$ cat config.mk
export PLATFORM = sky130hd
export DESIGN_NAME = ascon_bdi_sender
export DESIGN_NICKNAME = d
export VERILOG_FILES = /design/src/rtl/ascon_bdi_sender.sv
export SDC_FILE = /design/constraint.sdc
export NUM_CORES = 1
export LEC_CHECK = 0
export CAP_MARGIN = 20
export CORE_MARGIN = 2
export CORE_UTILIZATION = 49
export DETAILED_ROUTE_END_ITERATION = 6
export PLACE_DENSITY = 0.84
export SYNTH_ARGS = -nofsm -noshare
export SYNTH_HDL_FRONTEND = slang
export SYNTH_SLANG_ARGS = --single-unit
$ cat constraint.sdc
create_clock -name clk_i -period 4.4 [get_ports clk_i]
set_clock_uncertainty 0.15 [all_clocks]
set_input_delay 0.66 -clock clk_i [delete_from_list [all_inputs] [get_ports clk_i]]
set_output_delay 0.66 -clock clk_i [all_outputs]
set_load 0.02 [all_outputs]
$ cat src/rtl/ascon_bdi_sender.sv
// Sequences one Ascon message (key, config, nonce, AD, text, tag) from latched
// parameters and a host word stream onto the core's key and bd channels.
module ascon_bdi_sender (
  input  logic         clk_i,
  input  logic         rst_n_i,
  input  logic         start_i,
  input  logic [2:0]   mode_i,
  input  logic         dec_i,
  input  logic         hash_i,
  input  logic [6:0]   ad_len_i,
  input  logic [6:0]   text_len_i,
  input  logic [7:0]   out_size_i,
  input  logic [127:0] key_in_i,
  input  logic [127:0] nonce_in_i,
  input  logic [31:0]  src_data_i,
  input  logic         src_valid_i,
  output logic         src_ready_o,
  input  logic         core_ready_i,
  input  logic         done_i,
  output logic [31:0]  key_o,
  output logic         key_valid_o,
  output logic         key_last_o,
  input  logic         key_ready_i,
  output logic [31:0]  bd_o,
  output logic         bd_valid_o,
  output logic [2:0]   bd_type_o,
  output logic         bd_last_o,
  output logic [3:0]   bd_vld_byte_o,
  output logic         eoi_o,
  input  logic         bdi_ready_i,
  input  logic         bdo_valid_i,
  output logic         bdo_ready_o,
  output logic [7:0]   rx_cnt_o,
  output logic         busy_o
);

  typedef enum logic [2:0] {IDLE, KEY, CFG, NONCE, AD, TEXT, TAG, WAIT} state_t;

  state_t       state, state_n, nxt;
  logic [4:0]   cnt, cnt_n;
  logic         fin, fin_n;
  logic [2:0]   mode_q;
  logic         dec_q, hash_q;
  logic [6:0]   ad_len_q, text_len_q;
  logic [7:0]   out_size_q;
  logic [127:0] key_q, nonce_q;
  logic [5:0]   seg_words;
  logic         last_word, bd_free, bd_fire, key_free, key_fire, bd_gen, src_take;
  logic         key_load, bd_load, start_ok;
  logic [31:0]  bd_word;
  logic [2:0]   bd_type_n;
  logic [3:0]   vld_n;

  function automatic logic [3:0] tail_mask(input logic [1:0] rem);
    case (rem)
      2'd0:    tail_mask = 4'b1111;
      2'd1:    tail_mask = 4'b1000;
      2'd2:    tail_mask = 4'b1100;
      default: tail_mask = 4'b1110;
    endcase
  endfunction

  function automatic logic [7:0] sat_inc(input logic [7:0] v);
    sat_inc = (v == 8'hFF) ? v : v + 8'd1;
  endfunction

  function automatic logic [31:0] word_of(input logic [127:0] v, input logic [1:0] idx);
    case (idx)
      2'd0:    word_of = v[127:96];
      2'd1:    word_of = v[95:64];
      2'd2:    word_of = v[63:32];
      default: word_of = v[31:0];
    endcase
  endfunction

  // Segment that follows s, skipping empty or mode-disabled ones; WAIT means s was the last.
  function automatic state_t after_seg(input state_t s, input logic h, input logic d,
                                       input logic [6:0] al, input logic [6:0] tl);
    after_seg = WAIT;
    if (s == KEY)
      after_seg = CFG;
    else if (s == CFG && !h)
      after_seg = NONCE;
    else if ((s == CFG || s == NONCE) && al != 7'd0)
      after_seg = AD;
    else if ((s == CFG || s == NONCE || s == AD) && tl != 7'd0)
      after_seg = TEXT;
    else if (s != TAG && d && !h)
      after_seg = TAG;
  endfunction

  assign busy_o      = (state != IDLE);
  assign bdo_ready_o = busy_o;
  assign bd_free     = !bd_valid_o || bdi_ready_i;
  assign bd_fire     = bd_valid_o && bdi_ready_i;
  assign key_free    = !key_valid_o || key_ready_i;
  assign key_fire    = key_valid_o && key_ready_i;
  assign bd_gen      = (state == CFG) || (state == NONCE);
  assign src_ready_o = (state == AD || state == TEXT || state == TAG) && !fin && bd_free;
  assign src_take    = src_ready_o && src_valid_i;
  assign nxt         = after_seg(state, hash_q, dec_q, ad_len_q, text_len_q);

  always_comb begin
    case (state)
      CFG:     seg_words = 6'd1;
      AD:      seg_words = 6'(({1'b0, ad_len_q} + 8'd3) >> 2);
      TEXT:    seg_words = 6'(({1'b0, text_len_q} + 8'd3) >> 2);
      default: seg_words = 6'd4;
    endcase
  end

  assign last_word = ({1'b0, cnt} == seg_words - 6'd1);

  always_comb begin
    bd_type_n = 3'b000;
    bd_word   = src_data_i;
    vld_n     = 4'b1111;
    case (state)
      CFG:   bd_word = {8'h00, 1'b0, ad_len_q, out_size_q, 3'b000, mode_q, dec_q, hash_q};
      NONCE: begin bd_type_n = 3'b001; bd_word = word_of(nonce_q, cnt[1:0]); end
      AD:    begin bd_type_n = 3'b010; if (last_word) vld_n = tail_mask(ad_len_q[1:0]); end
      TEXT:  begin bd_type_n = 3'b011; if (last_word) vld_n = tail_mask(text_len_q[1:0]); end
      TAG:   bd_type_n = 3'b100;
      default: ;
    endcase
  end

  always_comb begin
    state_n  = state;
    cnt_n    = cnt;
    fin_n    = fin;
    key_load = 1'b0;
    bd_load  = 1'b0;
    start_ok = 1'b0;
    case (state)
      IDLE: if (start_i && core_ready_i) begin
        start_ok = 1'b1;
        state_n  = hash_i ? CFG : KEY;
        cnt_n    = '0;
        fin_n    = 1'b0;
      end
      KEY: if (key_free) begin
        key_load = 1'b1;
        cnt_n    = cnt + 5'd1;
        if (last_word) begin
          cnt_n   = '0;
          state_n = CFG;
        end
      end
      CFG, NONCE, AD, TEXT, TAG: begin
        // fin: the message's final word is issued and waiting for the core to take it
        if (fin) begin
          if (bd_fire) begin
            fin_n   = 1'b0;
            state_n = done_i ? IDLE : WAIT;
          end
        end else if (bd_gen ? bd_free : src_take) begin
          bd_load = 1'b1;
          cnt_n   = cnt + 5'd1;
          if (last_word) begin
            cnt_n = '0;
            if (nxt == WAIT) fin_n = 1'b1;
            else             state_n = nxt;
          end
        end
      end
      WAIT: if (done_i) state_n = IDLE;
      default: state_n = IDLE;
    endcase
  end

  always_ff @(posedge clk_i) begin
    if (!rst_n_i) begin
      state <= IDLE;
      cnt   <= '0;
      fin   <= 1'b0;
    end else begin
      state <= state_n;
      cnt   <= cnt_n;
      fin   <= fin_n;
    end
  end

  always_ff @(posedge clk_i) begin
    if (!rst_n_i) begin
      mode_q <= '0; dec_q <= 1'b0; hash_q <= 1'b0;
      ad_len_q <= '0; text_len_q <= '0; out_size_q <= '0;
      key_q <= '0; nonce_q <= '0;
      rx_cnt_o <= '0;
      key_o <= '0; key_valid_o <= 1'b0; key_last_o <= 1'b0;
      bd_o <= '0; bd_valid_o <= 1'b0; bd_type_o <= '0;
      bd_last_o <= 1'b0; bd_vld_byte_o <= '0; eoi_o <= 1'b0;
    end else begin
      if (start_ok) begin
        mode_q     <= mode_i;
        dec_q      <= dec_i;
        hash_q     <= hash_i;
        ad_len_q   <= ad_len_i;
        text_len_q <= text_len_i;
        out_size_q <= out_size_i;
        key_q      <= key_in_i;
        nonce_q    <= nonce_in_i;
        rx_cnt_o   <= '0;
      end else if (bdo_valid_i && bdo_ready_o) begin
        rx_cnt_o <= sat_inc(rx_cnt_o);
      end
      if (key_load) begin
        key_o       <= word_of(key_q, cnt[1:0]);
        key_valid_o <= 1'b1;
        key_last_o  <= last_word;
      end else if (key_fire) begin
        key_valid_o <= 1'b0;
      end
      if (bd_load) begin
        bd_o          <= bd_word;
        bd_valid_o    <= 1'b1;
        bd_type_o     <= bd_type_n;
        bd_last_o     <= last_word;
        bd_vld_byte_o <= vld_n;
        eoi_o         <= last_word && (nxt == WAIT);
      end else if (bd_fire) begin
        bd_valid_o <= 1'b0;
      end
    end
  end

endmodule

==> After elaboration in Yosys (flattened, before gate mapping) <==
Cells that the tools add are included.
{ "totals": {"regBits": 376, "latch_bits": 0, "ram_bits": 0, "romBits": 0, "out_inout_bits": 87, "n_memories": 0} }
{ "op_classes": {"add_sub_neg": 5, "multipliers": 0, "div_mod_pow": 0, "magnitude_cmp": 0, "eq_ne": 27, "n_shift": 0, "n_mux": 52, "n_bitwise": 2, "reduce_logical": 40} }
{ "ops": {"columns": ["op", "n"], "rows": [
  ["32-bit one-hot mux with 3 select lines", 2],
  ["32-bit one-hot mux with 2 select lines", 1],
  ["3-bit 2-to-1 mux", 14],
  ["5-bit 2-to-1 mux", 5],
  ["3-bit one-hot mux with 4 select lines", 2],
  ["1-bit 2-to-1 mux", 19],
  ["3-bit one-hot mux with 3 select lines", 2],
  ["6-bit one-hot mux with 3 select lines", 1],
  ["7-bit by 2-bit adder with 8-bit output, second input constant", 2],
  ["3-bit equality test, second input constant", 5],
  ["3-bit != test, second input constant", 5],
  ["5-bit one-hot mux with 3 select lines", 1],
  ["7-bit nonzero test", 2],
  ["1-bit logical AND", 13],
  ["2-bit != test, second input constant", 6],
  ["8-bit by 1-bit adder with 8-bit output, second input constant", 1],
  ["8-bit equality test, second input constant", 1],
  ["8-bit AND reduction", 1],
  ["2-bit by 1-bit equality test with 1-bit output, second input constant", 3],
  ["2-bit equality test, second input constant", 3],
  ["3-bit by 2-bit equality test with 1-bit output, second input constant", 2],
  ["5-bit by 6-bit equality test with 1-bit output", 1],
  ["2-bit zero test", 3],
  ["1-bit logical OR", 6],
  ["15 further kinds", 25]
]} }

==> Depth between registers and ports, before layout <==
Gate-level depths: netlist (run 1).
{ "logic_depth": {"depth_word": 14, "mapped_depth": 15} }

==> Worst setup path before layout (run 1) <==
No wires, ideal clock.
{ "synth_timing": {"path_type": "register -> register", "startpoint": "reg state[0]", "endpoint": "reg state[1]", "setup_ns": 0.067, "t_arrival_ns": 3.400, "t_required_ns": 4.183, "path_slack_ns": 0.782, "path_stages_with_launch": 15, "period_less_slack_ns": 3.618, "path_cell_list": "dfxtp_1 -> clkbuf_2 -> buf_2 -> buf_1 -> clkbuf_1 -> o211ai_1 -> ha_1 -> xnor2_1 -> or4_1 -> o2bb2ai_1 -> o311a_1 -> o2111ai_2 -> or4b_4 -> a22o_1 -> a21oi_2"} }
{ "synth_via": {"elab_chain_len": 13} }
{ "synth_rtl": {"columns": ["item", "line_no", "rtl"], "rows": [
  ["start: declaration", "39", "state_t state, state_n, nxt;"],
  ["start signal: assignment", "178", "state <= state_n;"],
  ["branches (longest 13 deep; another with 6-bit by 1-bit subtractor with 6-bit output)", null, null]
]} }
Parallel ways; which one is timed is not known. The select of a mux whose other input is x is not followed.
A chain may end at the register's enable or synchronous reset.

==> Worst setup path after layout (run 1) <==
{ "layout_timing": {"startpoint": "reg state[2]", "endpoint": "reg state[1]"} }
The elaborated chain is that of the path after synthesis.

==> run_results.csv, run 1 <==
group,metric,value,unit
global_route,overflow,0,
place,numPortBuffers,410,
yosys,synth_cell_type_count,65,
status,violations,"DRC",
setup_path,slowest_delay,0.57,ns
setup_path,critPathSlowestCell,"or4b_4",
final_layout,syn_to_final_growth,35.5,%
setup_path,cp.required,4.71,ns
yosys,synth-edff-count,0,
place,dp_cells,2746,
clocking,cts_tree,"done",
drt,wl_per_cell,19.0,um
place,gp_congestion,0.911,
final_layout,layout_common_cells,"nand2_1, clkdlybuf4s50_1, a21oi_1",
setup_path,path_class,"reg2reg",
power,p_total,0.0157,W
drt,routed_via_density,5.79,
clocking,clockBufferDepth,3,
final_layout,nets,2720,
floorplan,core-area,31700,um2
clocking,clk_pin_slew_worst_paths,0.06,ns
power,power_density,729,nW/um2
floorplan,die-area,33800,um2
clocking,clock_sinks,376,
drt,ant_nets,0,
drt,drtPass1Iterations,7,
setup_path,path_cells,"buf_4, nor3b_1, a31oi_1, ha_1, xnor2_1, or4_1, o2bb2ai_1, o311a_1, o2111ai_2, or4b_4, a22o_1, a21oi_2",
final_layout,fin_cells,2829,
clocking,cts_buffers,40,
final_layout,final_common_cell,"nand2_1",
clocking,cts.htree.levels,2,
timing,max_freq,0.256,GHz
yosys,seq_area_frac_synth,47.5,%
floorplan,die_x,184,um
timing,setup_tns,0,ns
floorplan,initial_core_util,50.0,%
timing,fin_crit_sh,88.8,%
global_route,antenna_found_initial,12,
place,hpwlAfterDp,37000,um
drt,first_iter_violations,2002,
final_layout,finish.utilization,67.7,%
timing,grt_setup_unrepaired,"false",
floorplan,fp-row-count,65,
yosys,synthFlopType,"dfxtp_1",
yosys,ys_async_sr_fraction,0,%
floorplan,fp.dieH,184,um
clocking,worstSkewPairLatency,0.53,ns
global_route,grt_usage,30.6,%
yosys,ys_ff_latch,376,
drt,finalWirelength,53700,um
status,status,"complete, but fails checks",
power,ir_worst_vdd,623,uV
drt,via_count,16400,
clocking,cts_resized,0,
clocking,cts_root_buf,"clkbuf_16",
setup_path,critPathCaptureType,"register",
timing,tightest_slew,1.09,ns
global_route,grt_pass1_wl,82300,um
drt,drc,1,
timing,hold_viol_final,0,
global_route,grt_pass1_vias,15400,
timing,drv_slew,0,
final_layout,drive_above_1_share,5.13,%
setup_path,arrival,4.22,ns
setup_path,crit_fanout,15,
yosys,syn-num-nets,2416,
floorplan,io_pins,411,
clocking,post_cts_buffers,0,
flow_run,cap_violations,0,
yosys,postSynthCellCount,2082,
worst_hold_path,min_path_type,"reg2reg",
yosys,synth_warnings,0,
yosys,synthesis.area,15900,um2
timing,slew_headroom,27.3,%
clocking,hold_buffers,0,
timing,finalSetupViolCount,0,
setup_path,worst_setup_path_start_kind,"register",
yosys,syn_area_per_cell,7.62,um2
power,p_leak,7.65,nW
timing,post-route-min-period,3.91,ns
global_route,grt_max_degree,154,
## critical path, delay by kind of cell (launching register included)
kind | cells | cell delay (ns)
buffers and inverters | 1 | 0.23
xor gates and xnor gates | 1 | 0.40
and+or+nand+nor | 3 | 1.32
adders and majority gates | 1 | 0.32
AOI/OAI and AO/OA | 6 | 1.02
DFF | 1 | 0.39
## sequential cells by signal, indices dropped and copies added, names as in the netlist, 3 cells and up
signal         count
out_size_q         8
state              3
cnt                5
ad_len_q           7
nonce_q          128
bd_type_o          3
bd_o              32
key_q            128
rx_cnt_o           8
key_o             32
mode_q             3
bd_vld_byte_o      4
text_len_q         7
## where the power goes
| group | leakage [nW] | internal, W | switching (W) | total (W) |
|---|---|---|---|---|
| logic | 3.90 | 0.00233 | 0.00419 | 0.00652 |
| registers | 3.07 | 0.00479 | 0.000902 | 0.00569 |
| clock network | 0.681 | 0.00209 | 0.00137 | 0.00346 |
## cells by family (layout without fill, tap and decap cells)
kind of cell,after synthesis,after routing,synth area share [%]
AND/OR/NAND/NOR,888,888,22.3
AO/OA/AOI/OAI,577,577,22.2
flip-flops,376,376,47.5
buffers and inverters,190,524,4.81
multiplexers,25,25,1.59
XOR/XNOR,16,16,0.884
adder cells (fa/ha/maj),10,10,0.789
other,0,11,0
## layout make-up
class,count,area [um2]
timing repair buffer,438,4390
sequential,376,7530
clock buffer,58,1210
tap,402,503
inverter,14,60.1
antenna,11,27.5
clock inverter,14,159
fill,2581,10200
multi-input combinational,1516,7610
## worst paths after layout
path / from / endpoint / slack, ns / depth (start not counted)
worst min register to register: bd_o[22]$_SDFFE_PN0P_ / bd_o[22]$_SDFFE_PN0P_ / 0.30 / 2
worst max-delay path: state[2]$_SDFFE_PN0P_ / state[1]$_SDFFE_PN0P_ / 0.49 / 12
worst min-delay path: bd_o[22]$_SDFFE_PN0P_ / bd_o[22]$_SDFFE_PN0P_ / 0.30 / 2
worst max register to register: state[2]$_SDFFE_PN0P_ / state[1]$_SDFFE_PN0P_ / 0.49 / 12
## metal layers
metal / GRT usage, % / share of wire [%] / up-vias
met2: 46.7 / 45 / 846
met5: 0 / 0.030 / -
met3: 5.41 / 8.9 / 165
li1: - / - / 7743
met1: 41.5 / 41 / 7621
met4: 15.7 / 5.1 / 2
## stage by stage
step	hold slack [ns]	instance area, um2	setup WS, ns
6_report	0.300	21500	0.491
3_3_place_gp	0.291	20100	0.510
4_1_cts	0.304	21500	0.498
2_1_floorplan	0.286	15900	0.782
3_5_place_dp	0.296	20100	0.525
5_1_grt	0.316	21500	0.252
## synth_stat cells, drive strengths merged, types with 13 or more instances
cell | number | area (um2)
o211ai | 33 | 248
nor2 | 141 | 529
a21oi | 387 | 1940
mux2i | 24 | 240
a222oi | 64 | 641
o21ai | 42 | 210
nor3 | 14 | 75.1
buf | 45 | 216
inv | 14 | 52.6
dfxtp | 376 | 7530
clkbuf | 131 | 494
a221oi | 13 | 114
nand3 | 19 | 95.1
nand2 | 670 | 2510
No activity file was read; power rests on OpenSTA's default activity.
==> run 2, diff against run 1 <==
- CORE_UTILIZATION: 49 -> 53
- PLACE_DENSITY: 0.84 -> 0.9
- clock period: 4.4 -> 4.9 ns (I/O delays scaled with it)
==> run_results.csv, run 2 (same netlist as run 1, synthesis figures left out) <==
group,metric,value,unit
status,status,"complete, but fails checks",
status,violations,"DRC",
global_route,grt_pass1_vias,15200,
clocking,cts.htree.levels,2,
drt,finalWirelength,53400,um
setup_path,slowest_delay,0.67,ns
clocking,cts_buffers,39,
setup_path,critPathCaptureType,"register",
global_route,overflow,0,
clocking,clock_sinks,376,
global_route,grt_util_met3,7.11,%
setup_path,worst_setup_path_start_kind,"register",
clocking,hold_buffers,0,
clocking,clk_pin_slew_worst_paths,0.06,ns
drt,ant_nets,0,
power,pwr-share-seq,35.7,%
flow_run,cap_violations,0,
drt,first_iter_violations,2157,
final_layout,syn_to_final_growth,35.8,%
setup_path,critPathSlowestCell,"nor3_2",
setup_path,arrival,4.30,ns
power,ir_worst_vdd,445,uV
power,swShare,41.0,%
timing,tightest_slew,0.980,ns
power,pwr-share-clk,23.2,%
timing,setup_tns,0,ns
power,power_density,664,nW/um2
setup_path,path_cells,"buf_4, nor3b_1, a31oi_1, ha_1, xnor2_1, or4_1, o2bb2ai_1, o311a_1, o2111ai_2, nor3_2, nand3_1, o221a_2",
clocking,cts_root_buf,"clkbuf_16",
global_route,met1_usage,42.2,%
timing,max_freq,0.247,GHz
global_route,grt_pass1_wl,80600,um
global_route,grt_util_met2,51.0,%
clocking,worstSkewPairLatency,0.53,ns
power,p_leak,7.66,nW
place,placed_area,20000,um2
final_layout,layout_common_cells,"nand2_1, clkdlybuf4s50_1, a21oi_1",
setup_path,crit_fanout,22,
floorplan,core-area,29600,um2
clocking,clockBufferDepth,3,
setup_path,path_class,"reg2reg",
drt,drtPass1Iterations,7,
timing,hold_viol_final,0,
floorplan,fp.dieH,177,um
drt,drc,37,
worst_hold_path,min_path_type,"reg2reg",
global_route,grt_max_degree,157,
final_layout,reg.largest.list,"key_q x128, nonce_q x128",
clocking,cts_resized,0,
setup_path,cp.required,5.16,ns
floorplan,fp-row-count,63,
drt,routed_via_density,5.87,
timing,drv_slew,0,
final_layout,nets,2715,
final_layout,finalInstanceArea,21500,um2
floorplan,die_x,177,um
final_layout,drive_above_1_share,4.94,%
global_route,top_usage_layer,"met2",
clocking,cts_tree,"done",
power,p_int,0.00844,W
timing,grt_setup_unrepaired,"false",
timing,finalSetupViolCount,0,
place,hpwlAfterDp,35900,um
floorplan,initial_core_util,53.6,%
global_route,grt_usage,32.2,%
drt,via_count,16500,
final_layout,final_common_cell,"nand2_1",
drt,wl_per_cell,19.0,um
floorplan,io_pins,411,
final_layout,finish.utilization,72.8,%
power,combPwrFrac,41.1,%
clocking,post_cts_buffers,0,
floorplan,die-area,31300,um2
power,p_sw,0.00585,W
place,gp_congestion,0.917,
timing,post-route-min-period,4.05,ns
timing,fin_crit_sh,82.6,%
timing,slew_headroom,34.7,%
global_route,antenna_found_initial,7,
place,numPortBuffers,410,
[run 2: cell types whose count changed in the layout (fill, tap and decap cells not counted)]
cell / delta
buf_12: +1
buf_4: -5
bufinv_16: +5
clkbuf_1: -1
clkbuf_16: -2
clkinv_2: -7
clkinvlp_4: +2
diode_2: -5
inv_6: +1
[run 2: layer usage]
| metal | vias up | part of all wire (%) |
|---|---|---|
| met5 | - | 0.024 |
| met4 | 2 | 4.4 |
| met3 | 162 | 9.9 |
| met2 | 912 | 45 |
| met1 | 7672 | 40 |
| li1 | 7724 | - |
[run 2: power groups by stage]
stage / combinational [W] / sequential (W) / clock [W]
floorplan: 0.00391 / 0.00504 / 0
global placement: 0.00559 / 0.00503 / 0
detailed placement: 0.00574 / 0.00511 / 0
CTS: 0.00580 / 0.00506 / 0.00333
global route: 0.00643 / 0.00521 / 0.00345
finish: 0.00588 / 0.00510 / 0.00332
[run 2: cell type report]
| type | instances | area, um2 |
|---|---|---|
| diodes | 6 | 15.0 |
| clock inverters | 15 | 298 |
| repair buffers | 434 | 4370 |
| multi-input cells | 1516 | 7610 |
| fillers | 2192 | 8030 |
| clock buffers | 55 | 1160 |
| flip-flops and latches | 376 | 7530 |
| well taps | 390 | 488 |
| inverters | 14 | 60.1 |
[run 2: per-stage QoR]
step                hold slack (ns)  setup WS (ns)  total power (W)  std cells
global placement              0.290           1.05           0.0106       2729
finish                        0.304          0.854           0.0143       2806
global route                  0.318          0.696           0.0151       2805
CTS                           0.303          0.957           0.0142       2799
detailed placement            0.296          0.918           0.0108       2729
floorplan                     0.286           1.28          0.00894       2082
[run 2: critical path: cells and delay by family (launching register included)]
kind | cells | cell delay (ns)
simple gates | 4 | 1.62
flops | 1 | 0.32
xor+xnor | 1 | 0.38
fa+ha+maj | 1 | 0.32
buf+inv | 1 | 0.21
compound gates | 5 | 0.91
[run 2: final timing paths]
kind	slack, ns	start	to	cells past startpoint
setup / recovery	0.85	state[2]$_SDFFE_PN0P_	bd_vld_byte_o[0]$_SDFFE_PN0P_	12
hold / removal	0.30	nonce_q[97]$_SDFFE_PN0P_	nonce_q[97]$_SDFFE_PN0P_	2
setup reg to reg	0.85	state[2]$_SDFFE_PN0P_	bd_vld_byte_o[0]$_SDFFE_PN0P_	12
hold reg to reg	0.30	nonce_q[97]$_SDFFE_PN0P_	nonce_q[97]$_SDFFE_PN0P_	2
